**src/rtl/ps2_host_tx.sv**
```systemverilog
// PS/2 host-to-device command transmitter.
// Drives open-collector ps2_clk/ps2_data through output enables.
module ps2_host_tx #(
    parameter int INHIBIT_CYCLES = 6500,
    parameter int TIMEOUT_CYCLES = 975000,
    parameter int FILTER_LEN     = 8
) (
    input  logic       clk,
    input  logic       rst,
    input  logic [7:0] tx_data,
    input  logic       tx_valid,
    output logic       tx_ready,
    input  logic       ps2_clk_in,
    input  logic       ps2_data_in,
    output logic       ps2_clk_oe,
    output logic       ps2_data_oe,
    output logic       busy,
    output logic       done,
    output logic       ack_err,
    output logic       timeout
);

    localparam int IW = (INHIBIT_CYCLES > 1) ? $clog2(INHIBIT_CYCLES) : 1;
    localparam int TW = (TIMEOUT_CYCLES > 1) ? $clog2(TIMEOUT_CYCLES) : 1;
    localparam int FW = (FILTER_LEN > 1) ? $clog2(FILTER_LEN) : 1;

    localparam logic [IW-1:0] INH_LAST = IW'(INHIBIT_CYCLES - 1);
    localparam logic [TW-1:0] TO_LAST  = TW'(TIMEOUT_CYCLES - 1);
    localparam logic [FW-1:0] F_LAST   = FW'(FILTER_LEN - 1);

    typedef enum logic [2:0] {
        S_IDLE,
        S_INHIBIT,
        S_REQ,
        S_SEND,
        S_ACK,
        S_WAIT
    } state_t;

    logic          clk_meta_q, clk_sync_q;
    logic          data_meta_q, data_sync_q;
    logic          filt_q, filt_d;
    logic [FW-1:0] fcnt_q, fcnt_d;
    logic          fall_q, fall_d;

    state_t        state_q, state_d;
    logic [9:0]    shift_q, shift_d;
    logic [3:0]    bit_cnt_q, bit_cnt_d;
    logic [IW-1:0] inh_q, inh_d;
    logic [TW-1:0] to_q, to_d;
    logic          data_oe_q, data_oe_d;
    logic          done_q, done_d;
    logic          err_q, err_d;
    logic          tout_q, tout_d;
    logic          to_run, to_hit;

    // Two-flop synchronizers; idle bus level is high.
    always_ff @(posedge clk or negedge rst) begin
        if (!rst) begin
            clk_meta_q  <= 1'b1;
            clk_sync_q  <= 1'b1;
            data_meta_q <= 1'b1;
            data_sync_q <= 1'b1;
        end else begin
            clk_meta_q  <= ps2_clk_in;
            clk_sync_q  <= clk_meta_q;
            data_meta_q <= ps2_data_in;
            data_sync_q <= data_meta_q;
        end
    end

    // Clock filter: the level flips only after FILTER_LEN differing samples.
    always_comb begin
        filt_d = filt_q;
        fcnt_d = '0;
        fall_d = 1'b0;
        if (clk_sync_q != filt_q) begin
            if (fcnt_q == F_LAST) begin
                filt_d = clk_sync_q;
                fall_d = ~clk_sync_q;
            end else begin
                fcnt_d = fcnt_q + FW'(1);
            end
        end
    end

    // Filter state and registered falling-edge tick.
    always_ff @(posedge clk or negedge rst) begin
        if (!rst) begin
            filt_q <= 1'b1;
            fcnt_q <= '0;
            fall_q <= 1'b0;
        end else begin
            filt_q <= filt_d;
            fcnt_q <= fcnt_d;
            fall_q <= fall_d;
        end
    end

    assign to_run = (state_q == S_SEND) || (state_q == S_ACK) ||
                    (state_q == S_WAIT);
    assign to_hit = to_run && (to_q == TO_LAST);

    // Transfer sequencing; a timeout overrides any completing event.
    always_comb begin
        state_d   = state_q;
        shift_d   = shift_q;
        bit_cnt_d = bit_cnt_q;
        inh_d     = inh_q;
        to_d      = to_q;
        data_oe_d = data_oe_q;
        done_d    = 1'b0;
        err_d     = 1'b0;
        tout_d    = 1'b0;

        if (to_run && (to_q != TO_LAST)) begin
            to_d = to_q + TW'(1);
        end

        unique case (state_q)
            S_IDLE: begin
                inh_d     = '0;
                to_d      = '0;
                data_oe_d = 1'b0;
                if (tx_valid) begin
                    shift_d   = {1'b1, ~^tx_data, tx_data};
                    bit_cnt_d = '0;
                    state_d   = S_INHIBIT;
                end
            end
            S_INHIBIT: begin
                if (inh_q == INH_LAST) begin
                    state_d = S_REQ;
                end else begin
                    inh_d = inh_q + IW'(1);
                end
            end
            S_REQ: begin
                data_oe_d = 1'b1;
                to_d      = '0;
                state_d   = S_SEND;
            end
            S_SEND: begin
                if (bit_cnt_q == 4'd10) begin
                    state_d = S_ACK;
                end else if (fall_q) begin
                    data_oe_d = ~shift_q[0];
                    shift_d   = {1'b0, shift_q[9:1]};
                    bit_cnt_d = bit_cnt_q + 4'd1;
                end
            end
            S_ACK: begin
                data_oe_d = 1'b0;
                if (fall_q) begin
                    if (!data_sync_q) begin
                        state_d = S_WAIT;
                    end else begin
                        err_d   = 1'b1;
                        state_d = S_IDLE;
                    end
                end
            end
            S_WAIT: begin
                if (clk_sync_q && data_sync_q) begin
                    done_d  = 1'b1;
                    state_d = S_IDLE;
                end
            end
            default: begin
                state_d = S_IDLE;
            end
        endcase

        if (to_hit) begin
            state_d   = S_IDLE;
            data_oe_d = 1'b0;
            done_d    = 1'b0;
            err_d     = 1'b0;
            tout_d    = 1'b1;
        end
    end

    // Main state, datapath and pulse registers.
    always_ff @(posedge clk or negedge rst) begin
        if (!rst) begin
            state_q   <= S_IDLE;
            shift_q   <= '0;
            bit_cnt_q <= '0;
            inh_q     <= '0;
            to_q      <= '0;
            data_oe_q <= 1'b0;
            done_q    <= 1'b0;
            err_q     <= 1'b0;
            tout_q    <= 1'b0;
        end else begin
            state_q   <= state_d;
            shift_q   <= shift_d;
            bit_cnt_q <= bit_cnt_d;
            inh_q     <= inh_d;
            to_q      <= to_d;
            data_oe_q <= data_oe_d;
            done_q    <= done_d;
            err_q     <= err_d;
            tout_q    <= tout_d;
        end
    end

    assign ps2_clk_oe  = (state_q == S_INHIBIT) || (state_q == S_REQ);
    assign ps2_data_oe = (state_q == S_REQ) ||
                         ((state_q == S_SEND) && data_oe_q);
    assign tx_ready    = (state_q == S_IDLE);
    assign busy        = (state_q != S_IDLE);
    assign done        = done_q;
    assign ack_err     = err_q;
    assign timeout     = tout_q;

endmodule

```
**config.mk**
```make
export PLATFORM = sky130hd
export DESIGN_NAME = ps2_host_tx
export DESIGN_NICKNAME = d
export VERILOG_FILES = /design/src/rtl/ps2_host_tx.sv
export SDC_FILE = /design/constraint.sdc
export NUM_CORES = 1
export LEC_CHECK = 0
export BUFFER_PORTS_ARGS = -buffer_cell sky130_fd_sc_hd__buf_2
export CAP_MARGIN = 20
export CELL_PAD_IN_SITES_DETAIL_PLACEMENT = 0
export CELL_PAD_IN_SITES_GLOBAL_PLACEMENT = 1
export CORE_MARGIN = 2
export CORE_UTILIZATION = 35
export DETAILED_ROUTE_END_ITERATION = 8
export PLACE_DENSITY = 0.68
export SLEW_MARGIN = 20
export SYNTH_ARGS = -nofsm -noshare
export SYNTH_HDL_FRONTEND = slang
export SYNTH_SLANG_ARGS = --single-unit
export TNS_END_PERCENT = 10
```
**constraint.sdc**
```tcl
create_clock -name clk -period 1.7 [get_ports clk]
set_input_delay 0.51 -clock clk [delete_from_list [all_inputs] [get_ports clk]]
set_output_delay 0.51 -clock clk [all_outputs]
set_load 0.01 [all_outputs]
```
==> run_results.csv <==
group,metric,value,unit
outcome,outcome,"finished, violations left",
outcome,violations,"negative setup slack",
drt,dr.pass1.iters,4,
sta,final.period_utilization,1.12,
cts,cts-root-buf,"clkbuf_8",
drt,via_count,2711,
finish,final.fill_count,819,
worst_setup_path,critPathMaxStageDelay,410,ps
sta,grt_setup_unrepaired,"yes",
min_path,min_path_type,"in2async",
cts,cts_tree,"yes",
floorplan,row_count,34,
logic_synthesis,synth.distinct_cells,50,
sta,max-slew-margin-rel,0.770,
floorplan,io_pins,20,
logic_synthesis,syn_avg_cell_area,9.93,sq um
cts,cts_hold_buf,0,
global_route,track_usage,0.166,
worst_setup_path,worstPathArrival,1400,ps
logic_synthesis,ys_seq_area_frac,0.492,
floorplan,die_y,99.9,um
flow_run,maxCapViolations,0,
global_route,grt_pass1_vias,2802,
worst_setup_path,start_kind,"flip-flop",
placement,io_buffer_count,19,
finish,stdcell_count,540,
power,power,5.63,mW
power,switching_share,0.324,
sta,holdWs,48.8,ps
global_route,overflow,0,
finish,layout.nets,446,
sta,finalSetupViolations,15,
sta,setup_ws,-210,ps
floorplan,start_util,0.365,
drt,drcViolationCount,0,
worst_setup_path,rr_worst_depth,5,
power,p_int,3.81,mW
cts,clock_latency,340,ps
power,clkPwrFrac,0.285,
drt,routed_wl,7630,um
sta,hold_violations,0,
worst_setup_path,slowest_stage,"dfrtp_2",
logic_synthesis,ys_warn_count,0,
cts,ctsHtreeMaxLevel,3,
worst_setup_path,cp_cell_sequence,"or3_4, buf_6, buf_6",
worst_setup_path,worstSetupEndpointType,"output pin",
worst_setup_path,cpMostUsedCell,"buf_6",
power,switchingPower,1.82,mW
finish,fin_util,0.514,
cts,cts.sinks,63,
placement,dp.cells,515,
logic_synthesis,async_flop_share,1.00,
cts,path_clk_slew,80,ps
logic_synthesis,synthCells,324,
sta,slew_viol_final,0,
floorplan,die-area,9980,sq um
sta,tightest_slew,342,ps
placement,place_hpwl,5460,um
floorplan,core_area,8810,sq um
sta,period_minus_slack,1910,ps
finish,syn_to_final_growth,40.6,%
logic_synthesis,synthesis.nets,343,
worst_setup_path,critPathKind,"reg2out",
global_route,grt_pass1_wl,13300,um
global_route,grt_start_max_net_pins,29,
drt,viasPerCell,5.02,
sta,clock.fmax,0.524,GHz
logic_synthesis,synth_edf_count,0,
finish,design_area,4520,sq um
sta,setup_tns,-1360,ps
placement,dp_slack,-156,ps
cts,cts_made_buffers,9,
drt,antenna_left,0,
placement,place_congestion,0.847,
power,powerDensity,1250,nW/um^2
worst_setup_path,crit_fanout,2,
logic_synthesis,synthFlopType,"dfrtp_1",
cts,clk_path_buf_depth,2,
floorplan,chipWidth,99.9,um
drt,wl_per_cell,14.1,um
power,pwr-share-comb,0.379,
logic_synthesis,netlist_area,3220,sq um
power,leakagePower,2.02,nW
finish,diodes,0,
worst_setup_path,required,1190,ps
power,seqPwrFrac,0.337,
logic_synthesis,ys_seq_elements,63,
finish,layout-drive-gt1-share,0.396,
sta,skew,6.43,ps
power,irDropWorstVdd,0.000520,V
drt,drt_iter0_markers,102,
placement,place_area,3990,sq um
global_route,antenna_found_initial,0,
## final cells by class
cell class,count,area [sq um],share of cell area
Timing Repair Buffer,103,801,0.177
Clock inverter,7,121,0.0268
Sequential cell,63,1590,0.351
Inverter,7,28.8,0.00636
Clock buffer,9,124,0.0274
Tap cell,108,135,0.0299
Multi-Input combinational cell,243,1730,0.382
## per-layer routing
metal | up-vias | track usage | routed length [um]
met3 | 8 | 0.0327 | 176
met4 | 0 | 0.0506 | 105
met1 | 1306 | 0.218 | 3710
met5 | - | 0 | 0
met2 | 25 | 0.279 | 3630
li1 | 1372 | - | -
## cells in the final DEF (no fill, tap or decap), types with 5 or more instances in the layout
cell type | synthesis | layout
buf_4 | 0 | 73
dfrtp_1 | 58 | 55
nand2_1 | 32 | 31
nor2_1 | 26 | 23
o21ai_0 | 23 | 18
buf_2 | 5 | 17
xnor2_1 | 12 | 12
nand3_1 | 14 | 12
xor2_1 | 12 | 12
a21oi_1 | 17 | 12
mux2i_1 | 11 | 11
o21ai_1 | 6 | 10
buf_6 | 0 | 10
nand4_1 | 9 | 9
clkbuf_8 | 0 | 9
and3_1 | 7 | 7
or3_1 | 9 | 7
inv_1 | 7 | 6
o31ai_1 | 6 | 5
a21oi_2 | 0 | 5
ha_1 | 6 | 5
dfstp_2 | 5 | 5
## Yosys cell counts (2+ instances only)
library cell   n  area (sq um)
clkbuf_1       5          18.8
and3_1         7          43.8
and2_1         4          25.0
o31a_1         2          17.5
nor3_1         4          20.0
xnor2_1       12           105
o211ai_1       2          15.0
a211oi_1       2          15.0
nor4_1         4          25.0
nand4_1        9          56.3
mux2_2         3          33.8
xor2_1        12           105
mux2i_1       11           110
o21ai_1        6          30.0
buf_2          5          25.0
nor3b_2        2          25.0
and4_1         3          26.3
o31ai_1        6          45.0
nor3b_1        3          22.5
nand3b_1       2          15.0
ha_1           6          75.1
inv_1          7          26.3
dfrtp_1       58          1450
nor2b_1        2          12.5
or3_1          9          56.3
o21ai_0       23           115
nand2_1       32           120
a21oi_1       17          85.1
dfstp_2        5           131
and3b_1        2          17.5
o21a_1         2          15.0
nand3_1       14          70.1
nor2_1        26          97.6
## worst max-delay path: cells and delay by family (launching register included)
kind                   cells  cell delay, ps
buffers and inverters      2             240
DFF                        1             410
and+or+nand+nor            1             410
## flip-flops by register name, indices dropped and copies added (netlist names)
name         cells
clk_sync_q       1
done             1
ack_err          1
timeout          1
data_meta_q      1
data_sync_q      1
state_q          3
filt_q           1
bit_cnt_q        4
fcnt_q           3
inh_q           13
to_q            20
clk_meta_q       1
fall_q           1
data_oe_q        1
shift_q         10
## timing repair
action	4_1_cts	5_1_grt
resized for setup	30	29
hold endpoints to repair	0	0
endpoints found under the setup margin	36	48
pin swaps	10	12
setup buffers	5	4
## worst paths after layout
check | from | endpoint | slack (ps)
min | rst | inh_q[2]$_DFFE_PN0P_ | 50
max in group asynchronous | rst | clk_meta_q$_DFF_PN1_ | 1120
min in group clk | ps2_data_in | data_meta_q$_DFF_PN1_ | 260
min reg2reg | data_meta_q$_DFF_PN1_ | data_sync_q$_DFF_PN1_ | 360
max reg2reg | inh_q[7]$_DFFE_PN0P_ | state_q[0]$_DFFE_PN0P_ | -180
max | state_q[2]$_DFFE_PN0P_ | busy | -210
## power by group through the flow
stage | clock (mW) | sequential [mW] | combinational (mW)
floorplan | 0 | 1.88 | 1.04
global placement | 0 | 1.93 | 1.72
detailed placement | 0 | 1.95 | 1.75
CTS | 1.64 | 1.90 | 2.01
global route | 1.71 | 1.92 | 2.35
finish | 1.60 | 1.90 | 2.13
## cell families (layout without fill, tap and decap cells)
family	count (synthesis)	in the layout	share of synthesized area
xor gates and xnor gates	24	24	0.0653
DFF	63	63	0.492
and+or+nand+nor	131	131	0.219
adders and majority gates	6	6	0.0233
muxes	14	14	0.0447
AOI/OAI and AO/OA	68	68	0.133
buffers and inverters	18	126	0.0229
Power figures use the tool's default switching activity.
